$ cat config.mk
export PLATFORM = sky130hd
export DESIGN_NAME = lsq_fifo_hazard_flat
export DESIGN_NICKNAME = d
export VERILOG_FILES = /design/src/rtl/lsq_fifo_hazard_if.sv /design/src/rtl/lsq_fifo_hazard.sv /design/src/flat_wrapper.sv
export SDC_FILE = /design/constraint.sdc
export NUM_CORES = 1
export LEC_CHECK = 0
export CORE_MARGIN = 2
export CORE_UTILIZATION = 47
export DETAILED_ROUTE_END_ITERATION = 6
export PLACE_DENSITY = 0.71
export SYNTH_ARGS = -nofsm -noshare
export SYNTH_HDL_FRONTEND = slang
export SYNTH_SLANG_ARGS = --single-unit
export TNS_END_PERCENT = 100
$ cat constraint.sdc
create_clock -name clk_i -period 11.5 [get_ports clk_i]
set_input_delay 1.15 -clock clk_i [delete_from_list [all_inputs] [get_ports clk_i]]
set_output_delay 1.15 -clock clk_i [all_outputs]
set_load 0.05 [all_outputs]
$ cat src/rtl/lsq_fifo_hazard_if.sv
// Load/store queue handshake bundle: producer-side push channel and
// consumer-side first-word-fall-through head channel.
interface lsq_fifo_hazard_if #(
  parameter int ADDR_WIDTH = 40,
  parameter int DATA_WIDTH = 64,
  parameter int CTRL_WIDTH = 15
);
  logic                  in_valid;
  logic                  in_ready;
  logic [ADDR_WIDTH-1:0] in_addr;
  logic [DATA_WIDTH-1:0] in_data;
  logic [CTRL_WIDTH-1:0] in_ctrl;
  logic                  in_is_store;

  logic                  out_valid;
  logic                  out_ready;
  logic [ADDR_WIDTH-1:0] out_addr;
  logic [DATA_WIDTH-1:0] out_data;
  logic [CTRL_WIDTH-1:0] out_ctrl;
  logic                  out_is_store;

  // Producer (address generation) and consumer (data cache) side.
  modport master (
    output in_valid, in_addr, in_data, in_ctrl, in_is_store, out_ready,
    input  in_ready, out_valid, out_addr, out_data, out_ctrl, out_is_store
  );

  // The queue itself.
  modport slave (
    input  in_valid, in_addr, in_data, in_ctrl, in_is_store, out_ready,
    output in_ready, out_valid, out_addr, out_data, out_ctrl, out_is_store
  );
endinterface

$ cat src/rtl/lsq_fifo_hazard.sv
// Circular-buffer load/store queue between address generation and the data
// cache. Head is presented combinationally (one cycle push-to-visible, no
// bypass). A combinational lookup flags any queued store whose address
// aliases chk_addr_i at granule resolution, so issue can hold younger loads.
module lsq_fifo_hazard #(
  parameter int NUM_ENTRIES = 8,
  parameter int ADDR_WIDTH  = 40,
  parameter int DATA_WIDTH  = 64,
  parameter int CTRL_WIDTH  = 15,
  parameter int MATCH_LSB   = 3,
  localparam int PW         = $clog2(NUM_ENTRIES)
) (
  input  logic                  clk_i,
  input  logic                  rst_i,
  input  logic                  flush_i,
  lsq_fifo_hazard_if.slave      bus,
  output logic [PW-1:0]         entry_o,
  output logic [PW:0]           count_o,
  output logic                  full_o,
  output logic                  empty_o,
  input  logic [ADDR_WIDTH-1:0] chk_addr_i,
  output logic                  chk_hit_o
);

  logic [PW-1:0]          head_q;
  logic [PW-1:0]          tail_q;
  logic [PW:0]            count_q;
  logic [NUM_ENTRIES-1:0] valid_q;
  logic [NUM_ENTRIES-1:0] store_q;
  logic [ADDR_WIDTH-1:0]  addr_q [NUM_ENTRIES];
  logic [DATA_WIDTH-1:0]  data_q [NUM_ENTRIES];
  logic [CTRL_WIDTH-1:0]  ctrl_q [NUM_ENTRIES];

  logic push;
  logic pop;
  logic hit;

  assign full_o  = (count_q == (PW+1)'(NUM_ENTRIES));
  assign empty_o = (count_q == '0);
  assign count_o = count_q;
  assign entry_o = tail_q;

  // in_ready never looks at out_ready, so a pop cannot open a slot for a
  // same-cycle push into a full queue.
  assign bus.in_ready  = ~full_o & ~flush_i & ~rst_i;
  assign bus.out_valid = ~empty_o;

  assign push = bus.in_valid & bus.in_ready;
  assign pop  = bus.out_valid & bus.out_ready;

  assign bus.out_addr     = bus.out_valid ? addr_q[head_q] : '0;
  assign bus.out_data     = bus.out_valid ? data_q[head_q] : '0;
  assign bus.out_ctrl     = bus.out_valid ? ctrl_q[head_q] : '0;
  assign bus.out_is_store = bus.out_valid & store_q[head_q];

  // Pointers, occupancy and slot-valid bits; reset and flush win over push/pop.
  always_ff @(posedge clk_i) begin
    if (rst_i || flush_i) begin
      head_q  <= '0;
      tail_q  <= '0;
      count_q <= '0;
      valid_q <= '0;
    end else begin
      if (push) begin
        valid_q[tail_q] <= 1'b1;
        tail_q          <= tail_q + 1'b1;
      end
      if (pop) begin
        valid_q[head_q] <= 1'b0;
        head_q          <= head_q + 1'b1;
      end
      case ({push, pop})
        2'b10:   count_q <= count_q + 1'b1;
        2'b01:   count_q <= count_q - 1'b1;
        default: count_q <= count_q;
      endcase
    end
  end

  // Payload storage; contents are left stale on reset since valid gates use.
  always_ff @(posedge clk_i) begin
    if (push) begin
      addr_q[tail_q]  <= bus.in_addr;
      data_q[tail_q]  <= bus.in_data;
      ctrl_q[tail_q]  <= bus.in_ctrl;
      store_q[tail_q] <= bus.in_is_store;
    end
  end

  // Store-alias lookup over registered state only, ignoring the low granule bits.
  always_comb begin
    hit = 1'b0;
    for (int i = 0; i < NUM_ENTRIES; i++) begin
      if (valid_q[i] && store_q[i] &&
          (((addr_q[i] ^ chk_addr_i) >> MATCH_LSB) == '0)) begin
        hit = 1'b1;
      end
    end
  end

  assign chk_hit_o = hit;

endmodule

$ cat src/flat_wrapper.sv
// flat-port wrapper written by rule: the top's interface ports become plain ports
module lsq_fifo_hazard_flat 
#(
  parameter int NUM_ENTRIES = 8,
  parameter int ADDR_WIDTH  = 40,
  parameter int DATA_WIDTH  = 64,
  parameter int CTRL_WIDTH  = 15,
  parameter int MATCH_LSB   = 3,
  localparam int PW         = $clog2(NUM_ENTRIES)
)
  (clk_i, rst_i, flush_i, entry_o, count_o, full_o, empty_o, chk_addr_i, chk_hit_o, bus_in_valid, bus_in_addr, bus_in_data, bus_in_ctrl, bus_in_is_store, bus_out_ready, bus_in_ready, bus_out_valid, bus_out_addr, bus_out_data, bus_out_ctrl, bus_out_is_store);
  lsq_fifo_hazard_if #(.ADDR_WIDTH(ADDR_WIDTH), .DATA_WIDTH(DATA_WIDTH), .CTRL_WIDTH(CTRL_WIDTH)) bus_i ();
  input  logic clk_i;
  input  logic rst_i;
  input  logic flush_i;
  output logic [PW-1:0] entry_o;
  output logic [PW:0] count_o;
  output logic full_o;
  output logic empty_o;
  input  logic [ADDR_WIDTH-1:0] chk_addr_i;
  output logic chk_hit_o;
  input wire logic [$bits(bus_i.in_valid)-1:0] bus_in_valid;
  input wire logic [$bits(bus_i.in_addr)-1:0] bus_in_addr;
  input wire logic [$bits(bus_i.in_data)-1:0] bus_in_data;
  input wire logic [$bits(bus_i.in_ctrl)-1:0] bus_in_ctrl;
  input wire logic [$bits(bus_i.in_is_store)-1:0] bus_in_is_store;
  input wire logic [$bits(bus_i.out_ready)-1:0] bus_out_ready;
  output wire logic [$bits(bus_i.in_ready)-1:0] bus_in_ready;
  output wire logic [$bits(bus_i.out_valid)-1:0] bus_out_valid;
  output wire logic [$bits(bus_i.out_addr)-1:0] bus_out_addr;
  output wire logic [$bits(bus_i.out_data)-1:0] bus_out_data;
  output wire logic [$bits(bus_i.out_ctrl)-1:0] bus_out_ctrl;
  output wire logic [$bits(bus_i.out_is_store)-1:0] bus_out_is_store;
  assign bus_i.in_valid = bus_in_valid;
  assign bus_i.in_addr = bus_in_addr;
  assign bus_i.in_data = bus_in_data;
  assign bus_i.in_ctrl = bus_in_ctrl;
  assign bus_i.in_is_store = bus_in_is_store;
  assign bus_i.out_ready = bus_out_ready;
  assign bus_in_ready = bus_i.in_ready;
  assign bus_out_valid = bus_i.out_valid;
  assign bus_out_addr = bus_i.out_addr;
  assign bus_out_data = bus_i.out_data;
  assign bus_out_ctrl = bus_i.out_ctrl;
  assign bus_out_is_store = bus_i.out_is_store;
  lsq_fifo_hazard #(.NUM_ENTRIES(NUM_ENTRIES), .ADDR_WIDTH(ADDR_WIDTH), .DATA_WIDTH(DATA_WIDTH), .CTRL_WIDTH(CTRL_WIDTH), .MATCH_LSB(MATCH_LSB)) u_core (.clk_i(clk_i), .rst_i(rst_i), .flush_i(flush_i), .bus(bus_i), .entry_o(entry_o), .count_o(count_o), .full_o(full_o), .empty_o(empty_o), .chk_addr_i(chk_addr_i), .chk_hit_o(chk_hit_o));
endmodule
==> flow_summary.yaml <==
outcome:
  outcome: "finished, final reports clean"
die:
  die_x_um: 299.0
  num_rows: 108
  core_mm2: 0.08648
  die_h_um: 299.0
  dieArea_mm2: 0.08938
  start_util_pct: 47.28
  ioPinCount: 297
global_route:
  top_usage_layer: "met2"
  use_met3_pct: 4.936
  grtUsageMet2_pct: 38.66
  grt_pass1_vias: 21600
  grt_max_degree: 110
  grt_overflow: 0
  grt_pass1_wl_mm: 151.7
  track_usage_pct: 23.52
  antenna_found_initial: 12
  grtUsageMet1_pct: 32.03
worst_setup_path:
  worst_ep_arrival_time_ns: 4.72
  crit_type: "primary input to primary output"
  start_kind: "primary input"
  slowest_delay_ns: 0.93
  path_buf_inv: 2
  reg2reg_depth: 6
  crit_family: "simple AND/OR/NAND/NOR gates"
  required_ns: 10.35
  cp.depth: 8
  slowest_stage: "nor4_1"
  path_cells: "clkdlybuf4s50_1, xor2_1, nor4_1, nand4_1, nor3_1, nor2_1, nand4_1, clkdlybuf4s50_1"
  cp-startpoint: "chk_addr_i[16]"
  endpoint_kind: "primary output"
  r2r_start: "u_core.count_o[0]"
  crit_fanout: 8
pwr:
  power_density_mw_per_mm2: 156.5
  finalPower_mw: 7.538
  leakage_nw: 14.72
  seqPwrFrac_pct: 52.3
  irDropWorstVdd_uv: 124.3
  power_switching_mw: 1.563
  power_frac_comb_pct: 4.3
  p_clk_share_pct: 43.4
  swShare_pct: 20.73
  p_int_mw: 5.975
clock_network:
  clkLatencyLatePin_ns: 0.66
  cts-hold-fix-buffers: 0
  path_clk_slew_ns: 0.06
  cts_sinks: 981
  numCtsBuffers: 100
  root_buffer: "clkbuf_16"
  cts_resized: 0
  h-tree-depth: 3
  tritoncts: "done"
  post_cts_buffers: 0
  clk_path_buf_depth: 3
detailed_routing:
  drt-total-wl_mm: 105.6
  drcViolationCount: 0
  ant_nets: 0
  drtPass1Iterations: 7
  vias: 21020
  viasPerCell: 5.808
  avgRoutedWirePerCell_um: 29.19
  drt_iter0_drc: 2242
layout:
  final_util_pct: 55.70
  syn_to_final_growth_pct: 17.81
  fill_cells: 6561
  final-seq-area_mm2: 0.02926
  stdcell_count: 3619
  multiInputGateArea_mm2: 0.01090
  nets: 2551
  layout_common_cells: "960 x edfxtp_1, 293 x clkdlybuf4s50_1, 256 x xor2_1"
  final_common_cell: "edfxtp_1"
  drive_gt1_share_pct: 18.12
synthesis:
  synth_compound_area_share_pct: 0.4926
  yosysWarnings: 0
  synthCells: 2071
  ys_ff_latch: 981
  synth_top_family_by_area: "multiplexers"
  synth_ff_type: "edfxtp_1"
  netlist_area_mm2: 0.04089
  synth_enable_flop_cells: 960
  async_flop_share_pct: 0
  syn_avg_cell_area_um2: 19.74
  ys_seq_area_share_pct: 71.53
  muxShareOfSynthArea_pct: 16.16
  synthDistinctLibCells: 41
  synth_fa_ha_area_share_pct: 0.2019
  synth_xor_area_share_pct: 6.318
  synth_nets: 2242
  synthSimpleGateAreaFrac_pct: 3.347
sta:
  worst_slack_ns: 5.626
  fin_crit_ns: 5.874
  rsz0062_at_grt: "no"
  final_hold_viol_count: 0
  final.period_utilization_pct: 51.07
  worst_slew_pin_slew_ns: 1.119
  fmax_mhz: 170.3
  final_max_slew_viol_count: 0
  finalSetupTns_ns: 0
  relSlewSlack_pct: 25.43
  finalSetupViolations: 0
  finalClockSkew_ns: 0.02357
placement:
  dp.cells: 3433
  io_buffers: 293
  place_ws_ns: 5.679
  place.gp.congestion: 0.9670
  hpwl_mm: 65.96
worst_hold_path:
  min-delay-start: "u_core.head_q[0]"
  whs_path_depth: 2
  hold_class: "register to register"
run:
  cap_viol_max_count: 0
==> synthesized netlist by cell type (2+ instances only) <==
cell       instances  share of area [%]
edfxtp_1         960                 70
xor2_1           256                5.5
mux4_2           240                 13
nor2_1           137                1.3
mux2i_1          120                2.9
buf_2             79               0.97
nor4_1            66                1.0
xnor2_1           39               0.84
nand4_1           28               0.43
buf_6             26               0.72
dfxtp_1           21                1.0
clkbuf_1          12               0.11
inv_1             10              0.092
nand2_1           10              0.092
nor3_1             9               0.11
a21oi_1            7              0.086
nor3_2             6               0.15
ha_1               5               0.15
nand2b_1           4              0.061
o221a_1            4               0.11
buf_4              3              0.055
nand3_1            3              0.037
a222oi_1           2              0.049
a31oi_1            2              0.031
inv_2              2              0.018
nand2_4            2              0.055
o2111ai_1          2              0.043
o221a_2            2              0.055
o22ai_1            2              0.031
==> sequential cells by signal, summed over array words and instances, names as in the netlist, named ones only <==
name / cells
u_core.valid_q: 8
u_core.count_o: 4
u_core.store_q: 8
u_core.head_q: 3
u_core.ctrl_q: 120
u_core.addr_q: 320
u_core.data_q: 512
u_core.entry_o: 3
==> logic make-up (layout without fill, tap and decap cells) <==
logic type	count (synthesis)	in the layout
AOI/OAI and AO/OA	25	25
xor gates and xnor gates	295	295
adders and majority gates	6	6
buffers and inverters	132	523
DFF	981	981
muxes	360	360
other	0	2
and+or+nand+nor	272	272
==> metrics by stage <==
step                      hold slack [ns]  instance area, um^2
after global routing               0.5534                48170
after global placement             0.5292                44850
after CTS                          0.5485                48170
final                              0.5476                48170
after detailed placement           0.5316                44850
after floorplan                    0.5033                40890
==> power by group through the flow <==
| stage | sequential [mW] | clock (mW) | combinational (mW) |
|---|---|---|---|
| global placement | 4.02 | 0 | 0.316 |
| detailed placement | 4.02 | 0 | 0.323 |
| global route | 3.94 | 3.45 | 0.341 |
| CTS | 3.94 | 3.33 | 0.325 |
| finish | 3.94 | 3.27 | 0.324 |
| floorplan | 4.02 | 0 | 0.150 |
==> tightest hold or removal path, stage by stage, from the launching register on <==
cell and delay, ns:
dfxtp_1 0.35, nand2_1 0.09, a21oi_1 0.06
==> worst paths after layout <==
kind                          end  slack [ns]
max reg2reg  u_core.addr_q[1][30]        8.22
min reg2reg              register        0.55
max                     chk_hit_o        5.63
min                      register        0.55
==> layout make-up <==
type                    count  area share (%)
clock inverters            65           1.366
clock buffers             119           5.519
diodes                      2         0.01039
inverters                  12         0.09870
well taps                1155           3.000
multi-input cells         958           22.62
repair buffers            327           6.644
flip-flops and latches    981           60.74
==> per-layer routing <==
layer / up-vias / share of wire (%) / routed length [um]
met5: - / 0.13 / 141
met4: 22 / 2.4 / 2541
met3: 147 / 7.4 / 7849
met2: 826 / 50 / 52400
met1: 11090 / 40 / 42690
li1: 8936 / - / -
Power figures use the tool's default switching activity.
